### config.mk
export PLATFORM = sky130hd
export DESIGN_NAME = miner_ctrl_multi
export DESIGN_NICKNAME = d
export VERILOG_FILES = /design/src/rtl/miner_ctrl_multi.sv
export SDC_FILE = /design/constraint.sdc
export NUM_CORES = 1
export LEC_CHECK = 0
export BUFFER_PORTS_ARGS = -buffer_cell sky130_fd_sc_hd__buf_2
export CAP_MARGIN = 10
export CORE_ASPECT_RATIO = 1.1
export CORE_MARGIN = 5
export CORE_UTILIZATION = 45
export DETAILED_ROUTE_END_ITERATION = 8
export PLACE_DENSITY = 0.74
export REMOVE_ABC_BUFFERS = 1
export SYNTH_ARGS = -nofsm -noshare
export SYNTH_HDL_FRONTEND = slang
export SYNTH_SLANG_ARGS = --single-unit
### constraint.sdc
create_clock -name clk -period 2.1 [get_ports clk]
set_input_delay 0.315 -clock clk [delete_from_list [all_inputs] [get_ports clk]]
set_output_delay 0.315 -clock clk [all_outputs]
set_load 0.05 [all_outputs]
### src/rtl/miner_ctrl_multi.sv
// miner_ctrl_multi: top-level sequencer for a multi-core SHA-256 miner.
// It counts the header words from the serial loader, runs the core array,
// picks one of several simultaneous solution claims round-robin, and drops
// back to idle once every core has exhausted its nonce range.
//
// Ports
//   clk, n_rst       system clock, synchronous active-low reset
//   start_found      host start-of-job marker
//   word_valid       one-cycle strobe per 32-bit loader word
//   abort            host abort, returns to IDLE from any state
//   sol_claim        per-core candidate-nonce level
//   core_done        per-core nonce-range exhausted
//   sol_response     host verdict: 00 wait, 01 reject, 1x accept/new job
//   state            current state encoding
//   shift_midstate   midstate shift enable (combinational)
//   shift_header     remaining-header shift enable (combinational)
//   core_enable      per-core run enable (combinational)
//   claim_core       index of the granted core (registered)
//   exhausted        one-cycle pulse when all cores are spent without a win
//
// state                 | meaning
// IDLE          (000)   | waiting for start_found, internal counters cleared
// LOAD_MIDSTATE (001)   | shifting MIDSTATE_WORDS words into the midstate reg
// LOAD_REM_HDR  (010)   | shifting HEADER_WORDS words into the header reg
// SOLVE         (011)   | live cores hashing, claims and done flags watched
// HALT          (100)   | cores paused while the host checks claim_core
// EXHAUSTED     (101)   | all cores spent, exhausted pulse, then IDLE
module miner_ctrl_multi #(
  parameter int NUM_CORES      = 4,
  parameter int MIDSTATE_WORDS = 8,
  parameter int HEADER_WORDS   = 3,
  parameter int CORE_W         = (NUM_CORES > 1) ? $clog2(NUM_CORES) : 1
) (
  input  logic                 clk,
  input  logic                 n_rst,
  input  logic                 start_found,
  input  logic                 word_valid,
  input  logic                 abort,
  input  logic [NUM_CORES-1:0] sol_claim,
  input  logic [NUM_CORES-1:0] core_done,
  input  logic [1:0]           sol_response,
  output logic [2:0]           state,
  output logic                 shift_midstate,
  output logic                 shift_header,
  output logic [NUM_CORES-1:0] core_enable,
  output logic [CORE_W-1:0]    claim_core,
  output logic                 exhausted
);

  localparam int MAX_WORDS = (MIDSTATE_WORDS > HEADER_WORDS) ? MIDSTATE_WORDS : HEADER_WORDS;
  localparam int WCNT_W    = (MAX_WORDS > 1) ? $clog2(MAX_WORDS) : 1;
  localparam logic [WCNT_W-1:0] MID_LAST = WCNT_W'(MIDSTATE_WORDS - 1);
  localparam logic [WCNT_W-1:0] HDR_LAST = WCNT_W'(HEADER_WORDS - 1);
  localparam logic [CORE_W:0]   NC_EXT   = (CORE_W+1)'(NUM_CORES);

  typedef enum logic [2:0] {
    IDLE          = 3'b000,
    LOAD_MIDSTATE = 3'b001,
    LOAD_REM_HDR  = 3'b010,
    SOLVE         = 3'b011,
    HALT          = 3'b100,
    EXHAUSTED     = 3'b101
  } state_t;

  state_t                state_q, state_d;
  logic [WCNT_W-1:0]     word_cnt_q, word_cnt_d;
  logic [NUM_CORES-1:0]  done_mask_q, done_mask_d;
  logic [CORE_W-1:0]     rr_ptr_q, rr_ptr_d;
  logic [CORE_W-1:0]     claim_core_q, claim_core_d;
  logic                  exhausted_q, exhausted_d;

  logic [NUM_CORES-1:0]  eligible;
  logic [NUM_CORES-1:0]  done_next;
  logic                  grant_vld;
  logic [CORE_W-1:0]     grant_idx;
  logic [CORE_W:0]       scan_sum;
  logic [CORE_W-1:0]     scan_idx;
  logic [CORE_W:0]       ptr_sum;
  logic [CORE_W-1:0]     ptr_inc;

  // Round-robin scan: offsets 0..N-1 from rr_ptr, wrapped modulo NUM_CORES
  // with one extra bit so non-power-of-two core counts wrap correctly.
  always_comb begin
    eligible  = sol_claim & ~done_mask_q;
    done_next = done_mask_q | core_done;
    grant_vld = 1'b0;
    grant_idx = '0;
    scan_sum  = '0;
    scan_idx  = '0;
    for (int i = 0; i < NUM_CORES; i++) begin
      scan_sum = {1'b0, rr_ptr_q} + (CORE_W+1)'(i);
      if (scan_sum >= NC_EXT) scan_sum = scan_sum - NC_EXT;
      scan_idx = scan_sum[CORE_W-1:0];
      if (!grant_vld && eligible[scan_idx]) begin
        grant_vld = 1'b1;
        grant_idx = scan_idx;
      end
    end
    ptr_sum = {1'b0, claim_core_q} + (CORE_W+1)'(1);
    if (ptr_sum >= NC_EXT) ptr_sum = '0;
    ptr_inc = ptr_sum[CORE_W-1:0];
  end

  always_comb begin
    state_d        = state_q;
    word_cnt_d     = word_cnt_q;
    done_mask_d    = done_mask_q;
    rr_ptr_d       = rr_ptr_q;
    claim_core_d   = claim_core_q;
    exhausted_d    = 1'b0;
    shift_midstate = 1'b0;
    shift_header   = 1'b0;
    core_enable    = '0;
    case (state_q)
      IDLE: begin
        word_cnt_d  = '0;
        done_mask_d = '0;
        rr_ptr_d    = '0;
        if (start_found) state_d = LOAD_MIDSTATE;
      end
      LOAD_MIDSTATE: begin
        shift_midstate = word_valid;
        if (word_valid) begin
          if (word_cnt_q == MID_LAST) begin
            state_d    = LOAD_REM_HDR;
            word_cnt_d = '0;
          end else begin
            word_cnt_d = word_cnt_q + 1'b1;
          end
        end
      end
      LOAD_REM_HDR: begin
        shift_header = word_valid;
        if (word_valid) begin
          if (word_cnt_q == HDR_LAST) begin
            state_d    = SOLVE;
            word_cnt_d = '0;
          end else begin
            word_cnt_d = word_cnt_q + 1'b1;
          end
        end
      end
      SOLVE: begin
        core_enable = ~done_mask_q;
        // done flags are captured even on the cycle that leaves for HALT
        done_mask_d = done_next;
        if (grant_vld) begin
          claim_core_d = grant_idx;
          state_d      = HALT;
        end else if (&done_next) begin
          state_d     = EXHAUSTED;
          exhausted_d = 1'b1;
        end
      end
      HALT: begin
        if (sol_response == 2'b01) begin
          state_d  = SOLVE;
          rr_ptr_d = ptr_inc;
        end else if (sol_response[1]) begin
          state_d = IDLE;
        end
      end
      EXHAUSTED: state_d = IDLE;
      default:   state_d = IDLE;
    endcase
    // abort discards partial work; a grant in the same cycle is not taken
    if (abort) begin
      state_d      = IDLE;
      word_cnt_d   = '0;
      done_mask_d  = '0;
      rr_ptr_d     = '0;
      claim_core_d = claim_core_q;
      exhausted_d  = 1'b0;
    end
  end

  always_ff @(posedge clk) begin
    if (!n_rst) begin
      state_q      <= IDLE;
      word_cnt_q   <= '0;
      done_mask_q  <= '0;
      rr_ptr_q     <= '0;
      claim_core_q <= '0;
      exhausted_q  <= 1'b0;
    end else begin
      state_q      <= state_d;
      word_cnt_q   <= word_cnt_d;
      done_mask_q  <= done_mask_d;
      rr_ptr_q     <= rr_ptr_d;
      claim_core_q <= claim_core_d;
      exhausted_q  <= exhausted_d;
    end
  end

  assign state      = state_q;
  assign claim_core = claim_core_q;
  assign exhausted  = exhausted_q;

endmodule

; ---- Word level (Yosys, flattened, before mapping)
; Cells that the tools add are included.
[word_totals]
output_inout_bits = 12
elab_cells = 105
regBits = 15
[classes]
n_lt_le_gt_ge = 9
n_addsub = 9
bitwise_logic = 6
eq_ne = 15
reduce_logical = 17
mux = 43
[op_table]
columns = cell, count
row1 = 2-to-1 mux 3 bit, 13
row2 = 2-to-1 mux 2 bit, 10
row3 = case mux 3 bit (5 select lines), 1
row4 = "greater-or-equal comparator 3 bit, second input constant", 4
row5 = "less-than comparator 2 x 3 -> 1 bit, second input constant", 4
row6 = "inequality test 2 bit, second input constant", 6
row7 = 2-to-1 mux 1 bit, 11
row8 = "equality test 3 x 2 -> 1 bit, second input constant", 3
row9 = case mux 3 bit (3 select lines), 1
row10 = binary-select mux 1 bit (select 2 bit), 4
row11 = case mux 4 bit (2 select lines), 1
row12 = "subtractor 2 x 1 -> 2 bit, second input constant", 4
row13 = AND reduction 7 bit, 1
row14 = "adder 2 x 1 -> 3 bit, second input constant", 2
row15 = "adder 2 x 2 -> 3 bit, second input constant", 2
row16 = "equality test 3 bit, second input constant", 2
row17 = "inequality test 3 bit, second input constant", 2
row18 = AND reduction 3 bit, 2
row19 = AND 4 bit, 1
row20 = 2-to-1 mux 4 bit, 1
row21 = inverter 4 bit, 1
row22 = OR 4 bit, 1
row23 = case mux 2 bit (2 select lines), 1
row24 = AND reduction 4 bit, 1
row25 = other kinds (13), 20

; ---- Depth between registers and ports, before layout
; Gate-level depths: netlist (run 1).
[logic_depth]
word_depth = 16
mapped_depth = 7
ltp_nobuf = 7

; ---- Worst setup path before layout (run 1)
; OpenSTA, ideal clock, no wires.
[synth_timing]
kind = reg2out
start = register state_q[1] (netlist: state[1])
end = output shift_header
required_time_ps = 1785
setup_slack_ps = -30
path_stages_with_launch = 4
arrival_ps = 1815
n_path_buf = 1
path_cell_list = dfxtp_1 -> buf_6 -> or2b_2 -> nor2_1
[synth_between]
elab_chain_cells = 2
[synth_rtl]
columns = item, line_no
row1 = "start, declared", 65  ; state_t state_q, state_d;
row2 = "start signal, assigned", 186  ; state_q <= state_d;
row3 = equality test 3 x 2 -> 1 bit, 114  ; case (state_q)
row4 = 2-to-1 mux 1 bit, 114
row5 = "end, declared", 44  ; output logic shift_header,
; Every way passes these cells.

; ---- Final worst setup path (run 1)
; Ends and elaborated chain as after synthesis.

==> results of run 1 <==
[worst reg2reg max path: stages (launching register included)]
cell and delay (ns):
dfxtp_1 0.55, nand2_4 0.09, or2_4 0.27, or3_4 0.39, or3_1 0.31, a21boi_1 0.12
[layer usage]
metal | vias up | GRT usage (%) | routed length, um
li1 | 475 | - | -
met1 | 414 | 19.3 | 1020
met2 | 25 | 26.5 | 1070
met3 | 4 | 2.31 | 98
met4 | 0 | 5.47 | 27
met5 | - | 0 | 0
[cell usage after synthesis, types with 2 or more instances]
library cell  instances
inv_1                 3
buf_6                 2
and3b_1               2
a21oi_1              10
nand2b_1              4
nand3_1               4
nor2_1               18
nor3_1                4
or2b_1                2
dfxtp_1              15
o21ai_0               4
o221ai_1              2
a22oi_1               4
nor2b_1               5
a31oi_1               2
nand2_1               7
ha_1                  4
o22a_1                3
[report_power, final]
group,internal [mW],leakage (nW),switching (mW)
clock,0.0738,0.0150,0.0893
combinational,0.0401,0.351,0.0644
sequential,0.287,0.121,0.00779
[state kept, by name, indices dropped and copies added (netlist names)]
name	cells
rr_ptr_q	2
done_mask_q	4
exhausted	1
state	3
word_cnt_q	3
claim_core	2
[cell type report]
cell class	count	area [um^2]
fill	218	890
multi-input combinational	94	599
sequential	15	300
timing repair buffer	27	138
tap	28	35.0
clock buffer	4	26.3
inverter	3	11.3
[cell families after synthesis]
| family | count (synthesis) |
|---|---|
| flops | 15 |
| mux | 1 |
| compound gates | 31 |
| buf+inv | 8 |
| simple gates | 58 |
| fa+ha+maj | 4 |
[placed cells by master, fill, tap and decap left out, drive strengths merged, types with 2 or more instances in the layout]
cell,instances
a21oi,10
nor2,18
or2b,3
and3b,2
buf,27
o21ai,4
dfxtp,15
inv,3
nor2b,5
a22oi,4
nor3,4
clkbuf,4
a31oi,2
nand2b,4
or2,2
nand2,8
ha,4
o221ai,3
o22a,3
nand3,4
or3,3
[how the worst max path moves through the flow]
stage,start,end,slack [ns]
finish,state[1]$_SDFFE_PP0P_,shift_header,0.23
CTS,state[1]$_SDFFE_PP0P_,shift_header,0.23
global placement,state[1]$_SDFFE_PP0P_,claim_core[1]$_SDFFE_PN0P_,0.35
detailed placement,state[1]$_SDFFE_PP0P_,claim_core[1]$_SDFFE_PN0P_,0.34
floorplan,state[1]$_SDFFE_PP0P_,shift_header,-0.03
global route,state[2]$_SDFFE_PP0P_,state[1]$_SDFFE_PP0P_,0.12
[stage by stage]
step	setup TNS, ns	setup slack (ns)	instances
after floorplan	-0.0315	-0.0315	112
after global placement	0	0.354	167
after detailed placement	0	0.342	167
after CTS	0	0.225	171
after global routing	0	0.121	171
final	0	0.234	171
==> impl_metrics.json, run 1 <==
{
  "rows": 17,
  "skew_ns": 0.000539,
  "via_per_inst": 5.37,
  "grt_pass1_wl_um": 3710,
  "grt-ovfl-total": 0,
  "status": "finished, final reports clean",
  "synth_cell_types": 40,
  "io_pins": 27,
  "start_kind": "flip-flop",
  "ant_nets": 0,
  "grt_max_degree": 14,
  "synth_compound_area_share_pct": 22.2,
  "p_total_mw": 0.563,
  "numCtsBuffers": 3,
  "gp_congestion": 0.897,
  "arrival_ns": 1.55,
  "fin_nets": 163,
  "finalInstanceArea_mm2": 0.00111,
  "r2r_end": "claim_core[1]$_SDFFE_PN0P_",
  "relSlewSlack_pct": 65.5,
  "setup_viol": 0,
  "synth_top_family_by_area": "simple AND/OR/NAND/NOR gates",
  "hold_depth": 3,
  "track_usage_pct": 15.5,
  "cts_buffer_depth": 2,
  "final_core_util_pct": 55.5,
  "tightest_slew_ns": 0.518,
  "finalHoldViolations": 0,
  "power.density_mw_per_mm2": 507,
  "antenna_found_initial": 0,
  "async_reset_ff_share_pct": 0,
  "cp.depth": 3,
  "path_cells": "or2b_2 -> nor2_1 -> buf_2",
  "synth_seq_area_share_pct": 31.7,
  "ys_seq_elements": 15,
  "synthMuxAreaShare_pct": 1.06,
  "hold_slack_ns": 0.300,
  "clk_pin_slew_worst_paths_ns": 0.08,
  "endpoint_kind": "primary output",
  "cts_resized": 0,
  "finalCriticalPeriod_ns": 1.87,
  "drt-total-wl_um": 2210,
  "grt_pass1_vias": 929,
  "syn_area_per_cell_um2": 8.10,
  "synth-simple-area-share_pct": 34.7,
  "port_buffers": 26,
  "clock.fmax_mhz": 536,
  "hold_path.class": "in -> reg",
  "drive_gt1_share_pct": 26.6,
  "n_antenna_cell": 0,
  "clock_latency_ns": 0.28,
  "synth_fa_ha_area_share_pct": 5.28,
  "postSynthCellCount": 117,
  "r2r-start": "state[1]$_SDFFE_PP0P_",
  "dpl.hpwl_um": 1730,
  "root_buffer": "clkbuf_4",
  "min_from": "core_done[1]",
  "max_stage_delay_ns": 0.55,
  "synth_top_area_cell": "dfxtp_1",
  "cp_num_buf_inv": 1,
  "start_util_pct": 47.4,
  "drt_iter0_drc": 11,
  "synth_xor_area_share_pct": 0,
  "die_h_um": 58.1,
  "firstDrtPassIters": 4,
  "die_w_um": 53.7,
  "wl_per_cell_um": 12.9,
  "tritoncts": "done",
  "core-area_mm2": 0.00200,
  "syn_area_um2": 947,
  "area_growth_pct": 17.2,
  "synth.yosys.warnings": 0,
  "ir_drop_uv": 371,
  "synth_edf_count": 0,
  "drv_cap": 0,
  "reg2regPathDepth": 5,
  "cts.sinks": 15,
  "path_class": "reg -> out",
  "vias": 918,
  "leakage_nw": 0.487,
  "synth_flop_cell": "dfxtp_1",
  "dieArea_mm2": 0.00312,
  "cts_hold_buf": 0,
  "dpl_cell_area_mm2": 0.00108,
  "drc": 0,
  "htreeDepth": 1,
  "path_delay_family": "flip-flops",
  "slew_violations": 0,
  "rsz0062_at_grt": "no",
  "crit_fanout": 11,
  "post_cts_buffers": 0,
  "r2r_slack_ns": 0.32,
  "critPathSlowestCell": "dfxtp_1",
  "min_to": "done_mask_q[1]$_SDFFE_PP0P_",
  "finalCritPeriodShare_pct": 88.9,
  "yosysTopAreaCellShare_pct": 31.7,
  "synth.area.top_cells": "dfxtp_1, nor2_1, a21oi_1",
  "worst_ep_required_time_ns": 1.78
}
No activity file was read; power rests on OpenSTA's default activity.
==> run 2, diff against run 1 <==
--- a/config.mk
+++ b/config.mk
@@ -7,7 +7,6 @@
 export LEC_CHECK = 0
 export BUFFER_PORTS_ARGS = -buffer_cell sky130_fd_sc_hd__buf_2
 export CAP_MARGIN = 10
-export CORE_ASPECT_RATIO = 1.1
 export CORE_MARGIN = 5
 export CORE_UTILIZATION = 45
 export DETAILED_ROUTE_END_ITERATION = 8
==> run 2 against run 1 <==
Via count increased by 3.7%. Maximum frequency decreased by 1.9%. Clock skew increased by 0.0012 ns. Sequential share of layout area unchanged. Global-route usage increased by 0.16 points. Non-clock buffer count unchanged. Routed wire length increased by 9.5%. Critical path depth unchanged. Utilization increased by 0.49 points. Power increased by 2.1%. First-iteration DRC count decreased by 9.1%. Critical path type unchanged. Critical endpoint unchanged.
==> impl_metrics.json, run 2 (synthesized netlist as in run 1, its figures left out) <==
{
  "regMostFlops": "done_mask_q",
  "post_cts_buffers": 0,
  "endpoint_kind": "primary output",
  "setup_viol": 0,
  "cts_resized": 0,
  "worst_ep_required_time_ns": 1.78,
  "fin_nets": 163,
  "critPathSlowestCell": "dfxtp_1",
  "slew_violations": 0,
  "r2r_slack_ns": 0.26,
  "hold_slack_ns": 0.279,
  "ir_drop_uv": 343,
  "start_kind": "flip-flop",
  "met1_length_um": 1040,
  "drv_cap": 0,
  "gp_congestion": 0.737,
  "clock.fmax_mhz": 526,
  "die_w_um": 55.9,
  "relSlewSlack_pct": 64.4,
  "clock_latency_ns": 0.30,
  "tightest_slew_ns": 0.534,
  "drt_iter0_drc": 10,
  "finalInstanceArea_mm2": 0.00111,
  "htreeDepth": 1,
  "grt_pass1_wl_um": 3870,
  "grt_max_degree": 14,
  "n_antenna_cell": 0,
  "cts_buffer_depth": 2,
  "port_buffers": 26,
  "top_layer": "met4",
  "ant_nets": 0,
  "numCtsBuffers": 3,
  "finalHoldViolations": 0,
  "final_common_cell": "buf_2",
  "core-area_mm2": 0.00198,
  "dpl_cell_area_mm2": 0.00108,
  "path_cells": "or2b_2 -> nor2_1 -> buf_2",
  "antenna_found_initial": 0,
  "drt-total-wl_um": 2420,
  "dpl.hpwl_um": 1840,
  "path_class": "reg -> out",
  "largest_reg_flops": 4,
  "rsz0062_at_grt": "no",
  "wl_per_cell_um": 14.3,
  "cts_hold_buf": 0,
  "clk_pin_slew_worst_paths_ns": 0.09,
  "crit_fanout": 11,
  "status": "finished, final reports clean",
  "via_per_inst": 5.60,
  "root_buffer": "clkbuf_4",
  "start_util_pct": 47.8,
  "hold_path.class": "in -> reg",
  "met2WireLength_um": 1170,
  "skew_ns": 0.00172,
  "tritoncts": "done",
  "drc": 0,
  "track_usage_pct": 15.7,
  "rows": 16,
  "dieArea_mm2": 0.00312,
  "wl_met3_um": 129,
  "vias": 952,
  "max_stage_delay_ns": 0.56,
  "finalCritPeriodShare_pct": 90.6,
  "grt-ovfl-total": 0,
  "io_pins": 27,
  "finalCriticalPeriod_ns": 1.90,
  "grt_pass1_vias": 927,
  "die_h_um": 55.9,
  "arrival_ns": 1.59,
  "firstDrtPassIters": 4,
  "leakage_nw": 0.490,
  "final_cell_mix": "buf_2, nor2_1, dfxtp_1, a21oi_1, nand2_1",
  "power.density_mw_per_mm2": 518,
  "cts.sinks": 15,
  "drive_gt1_share_pct": 27.3,
  "area_growth_pct": 17.2
}
## run 2: cell types whose count changed in the layout (fill, tap and decap cells not counted), sizes merged
cell / delta
clkbuf: -1
clkinv: +1
## run 2: worst paths after layout
check,start,to,cells past startpoint
max reg2reg,state[1]$_SDFFE_PP0P_,state[1]$_SDFFE_PP0P_,5
min reg2reg,claim_core[1]$_SDFFE_PN0P_,claim_core[1]$_SDFFE_PN0P_,2
max,state[1]$_SDFFE_PP0P_,shift_header,3
min,core_done[0],done_mask_q[0]$_SDFFE_PP0P_,3
## run 2: critical path: cells and delay by family (launching register included)
kind          cells  cell delay, ns
flops             1            0.56
simple gates      2            0.47
buf+inv           1            0.26
## run 2: area by class of cell
cell class                 instances  area (um^2)
clock inverter                     1         5.00
fill                             198          872
inverter                           3         11.3
timing repair buffer              27          138
sequential                        15          300
tap                               27         33.8
multi-input combinational         94          599
clock buffer                       3         22.5
## run 2: stage by stage
| stage | setup TNS (ns) | instances | utilization, % | worst slack [ns] | power [mW] |
|---|---|---|---|---|---|
| after floorplan | -0.0315 | 112 | - | -0.0315 | 0.372 |
| after global placement | 0 | 166 | 54.6 | 0.342 | 0.404 |
| after detailed placement | 0 | 166 | 54.6 | 0.291 | 0.408 |
| after CTS | 0 | 170 | 56.0 | 0.192 | 0.576 |
| after global routing | 0 | 170 | 56.0 | 0.0940 | 0.595 |
| final | 0 | 170 | 56.0 | 0.197 | 0.574 |
## run 2: per-layer routing
layer | vias to the layer above | global-route usage, %
li1 | 473 | -
met1 | 440 | 16.5
met2 | 30 | 28.5
met3 | 9 | 3.71
met4 | 0 | 8.47
met5 | - | 0
## run 2: power by group
| part | switching [mW] | internal (mW) | total (mW) |
|---|---|---|---|
| logic | 0.0662 | 0.0401 | 0.106 |
| clock network | 0.102 | 0.0711 | 0.173 |
| registers | 0.00799 | 0.287 | 0.295 |
